### src/rtl/req_fifo.sv
// req_fifo: single-clock request FIFO between the VPI producer and the
// mem_controller consumer. Registered read data, registered status flags
// and sticky error flags.
//
// Ports
//   clk        in   rising-edge clock
//   reset      in   asynchronous active-high reset
//   wr_en      in   write request
//   data_in    in   write word (TID, flag, address, data)
//   full       out  occupancy == DEPTH
//   rd_en      in   read request
//   data_out   out  registered read word, valid the cycle after an accepted read
//   empty      out  occupancy == 0
//   count      out  occupancy, 0..DEPTH
//   overflow   out  sticky, set by a rejected write
//   underflow  out  sticky, set by a rejected read
module req_fifo #(
  parameter int unsigned DATA_WIDTH      = 80,
  parameter int unsigned FIFO_ADDR_WIDTH = 4
) (
  input  logic                       clk,
  input  logic                       reset,
  input  logic                       wr_en,
  input  logic [DATA_WIDTH-1:0]      data_in,
  output logic                       full,
  input  logic                       rd_en,
  output logic [DATA_WIDTH-1:0]      data_out,
  output logic                       empty,
  output logic [FIFO_ADDR_WIDTH:0]   count,
  output logic                       overflow,
  output logic                       underflow
);

  localparam int unsigned DEPTH = 2 ** FIFO_ADDR_WIDTH;
  localparam int unsigned CNT_W = FIFO_ADDR_WIDTH + 1;
  localparam int unsigned PTR_W = FIFO_ADDR_WIDTH;

  // Storage array; never reset, stale contents are unreachable after reset.
  logic [DATA_WIDTH-1:0] mem_q [DEPTH];

  logic [PTR_W-1:0]      wr_ptr_q, wr_ptr_d;
  logic [PTR_W-1:0]      rd_ptr_q, rd_ptr_d;
  logic [CNT_W-1:0]      count_q, count_d;
  logic                  full_q, full_d;
  logic                  empty_q, empty_d;
  logic [DATA_WIDTH-1:0] data_out_q, data_out_d;
  logic                  overflow_q, overflow_d;
  logic                  underflow_q, underflow_d;

  logic                  rd_acc;
  logic                  wr_acc;

  // Accept decode: a read frees a slot, so a write into a full FIFO is
  // accepted whenever a read is accepted on the same edge.
  always_comb begin
    rd_acc = rd_en && !empty_q;
    wr_acc = wr_en && (!full_q || rd_acc);
  end

  // Next-state logic for pointers, occupancy, status and read data.
  always_comb begin
    wr_ptr_d    = wr_ptr_q;
    rd_ptr_d    = rd_ptr_q;
    count_d     = count_q;
    data_out_d  = data_out_q;
    overflow_d  = overflow_q;
    underflow_d = underflow_q;

    // Pointers are exactly PTR_W bits, so DEPTH-1 wraps to 0 naturally.
    if (wr_acc) begin
      wr_ptr_d = wr_ptr_q + PTR_W'(1);
    end

    if (rd_acc) begin
      rd_ptr_d   = rd_ptr_q + PTR_W'(1);
      data_out_d = mem_q[rd_ptr_q];
    end

    unique case ({wr_acc, rd_acc})
      2'b10:   count_d = count_q + CNT_W'(1);
      2'b01:   count_d = count_q - CNT_W'(1);
      default: count_d = count_q;
    endcase

    if (wr_en && !wr_acc) begin
      overflow_d = 1'b1;
    end
    if (rd_en && !rd_acc) begin
      underflow_d = 1'b1;
    end

    // Flags are registered copies of the count decode, so they change on the
    // same edge as count and never see wr_en/rd_en combinationally.
    empty_d = (count_d == CNT_W'(0));
    full_d  = (count_d == CNT_W'(DEPTH));
  end

  // Control and status registers.
  always_ff @(posedge clk or posedge reset) begin
    if (reset) begin
      wr_ptr_q    <= '0;
      rd_ptr_q    <= '0;
      count_q     <= '0;
      full_q      <= 1'b0;
      empty_q     <= 1'b1;
      data_out_q  <= '0;
      overflow_q  <= 1'b0;
      underflow_q <= 1'b0;
    end else begin
      wr_ptr_q    <= wr_ptr_d;
      rd_ptr_q    <= rd_ptr_d;
      count_q     <= count_d;
      full_q      <= full_d;
      empty_q     <= empty_d;
      data_out_q  <= data_out_d;
      overflow_q  <= overflow_d;
      underflow_q <= underflow_d;
    end
  end

  // Memory write port. Reading mem_q[rd_ptr_q] on the same edge returns the
  // old contents, so a full-FIFO read+write hands out the oldest word while the
  // new word lands in the slot just freed.
  always_ff @(posedge clk) begin
    if (wr_acc && !reset) begin
      mem_q[wr_ptr_q] <= data_in;
    end
  end

  assign full      = full_q;
  assign empty     = empty_q;
  assign count     = count_q;
  assign data_out  = data_out_q;
  assign overflow  = overflow_q;
  assign underflow = underflow_q;

endmodule

### config.mk
export PLATFORM = sky130hd
export DESIGN_NAME = req_fifo
export DESIGN_NICKNAME = d
export VERILOG_FILES = /design/src/rtl/req_fifo.sv
export SDC_FILE = /design/constraint.sdc
export NUM_CORES = 1
export LEC_CHECK = 0
export CAP_MARGIN = 20
export CORE_ASPECT_RATIO = 1.1
export CORE_MARGIN = 3
export CORE_UTILIZATION = 60
export DETAILED_ROUTE_END_ITERATION = 10
export GPL_ROUTABILITY_DRIVEN = 0
export PLACE_DENSITY = 0.75
export SLEW_MARGIN = 10
export SYNTH_ARGS = -nofsm -noshare
export SYNTH_HDL_FRONTEND = slang
export SYNTH_SLANG_ARGS = --single-unit
### constraint.sdc
create_clock -name clk -period 10.86 [get_ports clk]
set_clock_uncertainty 0.15 [all_clocks]
set_input_delay 3.258 -clock clk [delete_from_list [all_inputs] [get_ports clk]]
set_output_delay 3.258 -clock clk [all_outputs]
set_load 0.05 [all_outputs]
# Word-level counts from Yosys, hierarchy flattened
# Memories as Yosys holds them, arrays and structs flattened. A register that Yosys moved wholly into a read port is not among the register bits.
# Index checks and enable logic that the tools add are counted.
dict set report word_totals {
  reg_bits 17
  mem_bits_rw 1280
  input_bits 84
  output_inout_bits 89
  memories 1
}
dict set report op_classes {
  addsub 4
  n_eq_ne 3
  mux 3
  n_reduce_logical 12
}
# memory words width read_ports rd_ports_with_merged_regs wr line
set mem_list {}
lappend mem_list {mem_q 16 80 1 1 1 39} ;# logic [DATA_WIDTH-1:0] mem_q [DEPTH];
# op count
set ops {}
lappend ops {{5-bit case mux with 2 select lines} 1}
lappend ops {{4-bit by 1-bit adder with 4-bit output, second input constant} 2}
lappend ops {{5-bit by 1-bit adder with 5-bit output, second input constant} 1}
lappend ops {{5-bit == test, second input constant} 1}
lappend ops {{1-bit logical AND} 5}
lappend ops {{1-bit zero test} 5}
lappend ops {{5-bit zero test} 1}
lappend ops {{5-bit by 1-bit subtractor with 5-bit output, second input constant} 1}
lappend ops {{2-bit by 1-bit == test with 1-bit output, second input constant} 1}
lappend ops {{2-bit == test, second input constant} 1}
lappend ops {{1-bit two-way mux} 2}
lappend ops {{1-bit logical OR} 1}

# Logic depth before layout (Yosys ltp)
dict set report depth {
  depth_word 7
  depth_mapped 13
  mapped_depth_nobuf 11
}

# Least setup slack after synthesis
# OpenSTA, ideal clock, no wires.
dict set report synth_path {
  path_kind {in2reg}
  startpoint {input rd_en}
  endpoint {memory mem_q[1][0], enable pin}
  t_arrival_ns 9.593
  t_required_ns 10.094
  setup_slack_ns 0.500
  path_stages 7
  path_buffers 1
  path_cell_list {nand2b_1 clkbuf_1 a21boi_2 inv_1 nor2_1 nand2_1 nor3_1}
}
dict set report synth_between {
  elab_chain_cells 6
}
# item line
set synth_lines {}
lappend synth_lines {{from (decl)} 26} ;# input logic rd_en,
lappend synth_lines {{1-bit logical AND} 56} ;# rd_acc = rd_en && !empty_q;
lappend synth_lines {{1-bit logical OR} 57} ;# wr_acc = wr_en && (!full_q || rd_acc);
lappend synth_lines {{1-bit logical AND} 57}
lappend synth_lines {{1-bit logical AND} 125} ;# if (wr_acc && !reset) begin
lappend synth_lines {{1-bit two-way mux} 125}
lappend synth_lines {{1-bit two-way mux (implied by the code)} 126} ;# mem_q[wr_ptr_q] <= data_in;
lappend synth_lines {{to (decl)} 39}
# Every way passes these cells.

# Worst setup path in the final report
dict set report layout_path {
  startpoint {input rd_en}
  endpoint {memory mem_q[10][10], enable pin}
}
# The elaborated chain is that of the path after synthesis.

==> summary.txt <==
Outcome: completed
Sequential area share after synthesis: 77.4%
Post-Syn Nets: 2787
Slew @ Worst Pin: 1.15 ns
Setup TNS: 0 ns
IO Count: 173
Hold crit path type: flop to flop
Fin crit share: 65.4%
Post-layout util: 69.1%
Gr ovfl total: 0
Max FO, Critical Path: 56
Residual DRC: 0
Crit. End Element: flop
Adder-cell share of the synthesized area: 0.190%
Mapped Cells: 2695
Worst setup SP type: primary input
Postcts setup bufs: 0
Synth Register Bits: 1377
Detailed-placement wirelength estimate: 66600 µm
Root buf cell: clkbuf_16
Share of cells above drive strength 1: 15.6%
Total design power: 15.8 mW
Core ar.: 86800 µm²
H-tree depth: 4
Mux cell area share after synthesis: 13.6%
Peak Freq: 141 MHz
DP Cell Count: 3900
Peak VDD IR: 0.245 mV
GRT Total Usage: 26.1%
Global-route wire length before repair: 174000 µm
Number of flops mapped to enable cells by yosys: 1280
Vias per inst: 6.35
CTS tree: done
Xor/xnor share of the synthesized area: 0.183%
Routed length per placed instance: 28.2 µm
Cell Pwr Density: 264 nW/µm²
Drt initial violations: 2508
Leakage: 19.8 nW
Largest net degree at the start of global routing: 120
Post-synthesis simple-gate area fraction: 2.25%
Die height: 317 µm
Synth Cell Area: 52800 µm²
Critical path required time: 11.05 ns
Tmin final: 7.10 ns
Pre-antenna DRT Iters: 5
Initial antenna violation count: 2
Ys Warns: 0
Hold Fails Final Rpt: 0
Most frequent cells in the layout: edfxtp_1 (1280), mux2i_1 (323), clkdlybuf4s50_1 (172), mux4_2 (160), clkbuf_16 (131)
Number of CTS-inserted buffers: 131
Distinct cells, synth: 46
Hold-fix buffers at CTS: 0
Fill cell count: 5402
Vias in the first global route: 27200
MaxCap Viol Count: 0
Crit Path Class: primary input to flop
Clk slew on worst S/H paths: 0.06 ns
Slew headroom: 23.4%
DIE AREA: 91600 µm²
# nets final: 2981
Crit path arrival time: 7.29 ns
CTS resizes: 0
Area Growth Syn to Fin: 13.7%
Starting density of the core: 60.8%
Routed wire length: 117000 µm
RSZ-0062 raised after global routing: false
Mean Syn Cell Area: 19.6 µm²
Setup slack after placement: 2.94 ns
Dominant combinational cell family by area after synthesis: multiplexers
Final setup viols: 0
Via count: 26300
Most common flop cell mapped by yosys: edfxtp_1
Finished Layout Cells: 4146
Setup ws final: 3.76 ns
Antenna-violating nets left: 0
Commonest non-fill, non-tap cell in the layout: edfxtp_1
Synth async-reset ratio: 7.04%
Slew Limit Fails: 0
# rows: 113
Clock sink count: 1377
Maximum clock path buffer count: 3
I/O Buffers: 172
Chip width: 289 µm
Worst skew pair latency: 0.73 ns
Synth Area in Compound Gates: 4.59%
flip-flops by register name (all words and copies together), names as in the netlist:
register and cells:
count 5, data_out 80, empty 1, full 1, mem_q 1280, overflow 1
rd_ptr_q 4, underflow 1, wr_ptr_q 4
power breakdown:
group | internal (mW) | switching [mW] | leakage, nW
Sequential | 6.25 | 0.313 | 12.7
Combinational | 1.82 | 2.95 | 5.09
Clock | 2.58 | 1.93 | 2.10
final timing paths:
kind / startpoint / cells after the start / endpoint / slack, ns
setup / recovery: rd_en / 8 / mem_q[10][10]$_DFFE_PP_ / 3.76
hold / removal: underflow$_DFFE_PP0P_ / 1 / underflow$_DFFE_PP0P_ / 0.31
setup reg to reg: rd_ptr_q[1]$_DFFE_PP0P_ / 7 / data_out[35]$_DFFE_PP0P_ / 6.27
hold reg to reg: underflow$_DFFE_PP0P_ / 1 / underflow$_DFFE_PP0P_ / 0.31
max in group asynchronous: reset / 3 / rd_ptr_q[3]$_DFFE_PP0P_ / 6.16
min in group asynchronous: reset / 2 / count[2]$_DFF_PP0_ / 2.86
layout make-up:
class                           count  area (µm²)  area share (%)
Sequential cell                  1377       40900            68.1
Multi-Input combinational cell   1150       11100            18.5
Clock buffer                      164        3500            5.84
Timing Repair Buffer              221        2220            3.70
Tap cell                         1150        1440            2.40
Clock inverter                     72         795            1.32
Inverter                            8        35.0          0.0584
Antenna cell                        4        10.0          0.0167
cells in the mapped netlist, drive strengths merged, types with 32 or more instances:
cell type  instances  area (µm²)
nor2              82         308
a21oi             99         495
o311ai            32         280
mux4             160        3600
nand2            111         419
nor2b             52         325
a211oi            48         360
dfrtp             96        2400
o22ai             64         400
mux2i            323        3230
buf               94         641
clkbuf            66         251
edfxtp          1280       38400
worst max-delay path, cell delays in order:
cell             delay (ns)
clkdlybuf4s50_1        0.50
nand2b_2               0.54
a21boi_2               0.51
inv_1                  0.15
nor2_1                 0.29
nand2_1                0.30
nor2_4                 0.76
buf_4                  0.86
routing by layer:
layer | vias to the layer above | global-route usage, % | part of all wire (%)
met4 | 2 | 11.5 | 4.4
met1 | 13700 | 33.2 | 37
met3 | 252 | 3.74 | 6.0
li1 | 11300 | - | -
met2 | 1075 | 45.2 | 53
met5 | - | 0 | 0.0068
cells by family (layout without fill, tap and decap cells):
family / count (synthesis) / after routing
flops: 1377 / 1377
simple gates: 267 / 267
xor+xnor: 11 / 11
mux: 514 / 514
fa+ha+maj: 8 / 8
buf+inv: 168 / 465
compound gates: 350 / 350
other cells: 0 / 4
stage by stage:
stage               area (µm²)  hold slack, ns
global placement         55500           0.291
detailed placement       55500           0.295
floorplan                52800           0.399
global route             60000           0.313
CTS                      59800           0.308
finish                   60000           0.307
No activity file was read; power rests on OpenSTA's default activity.
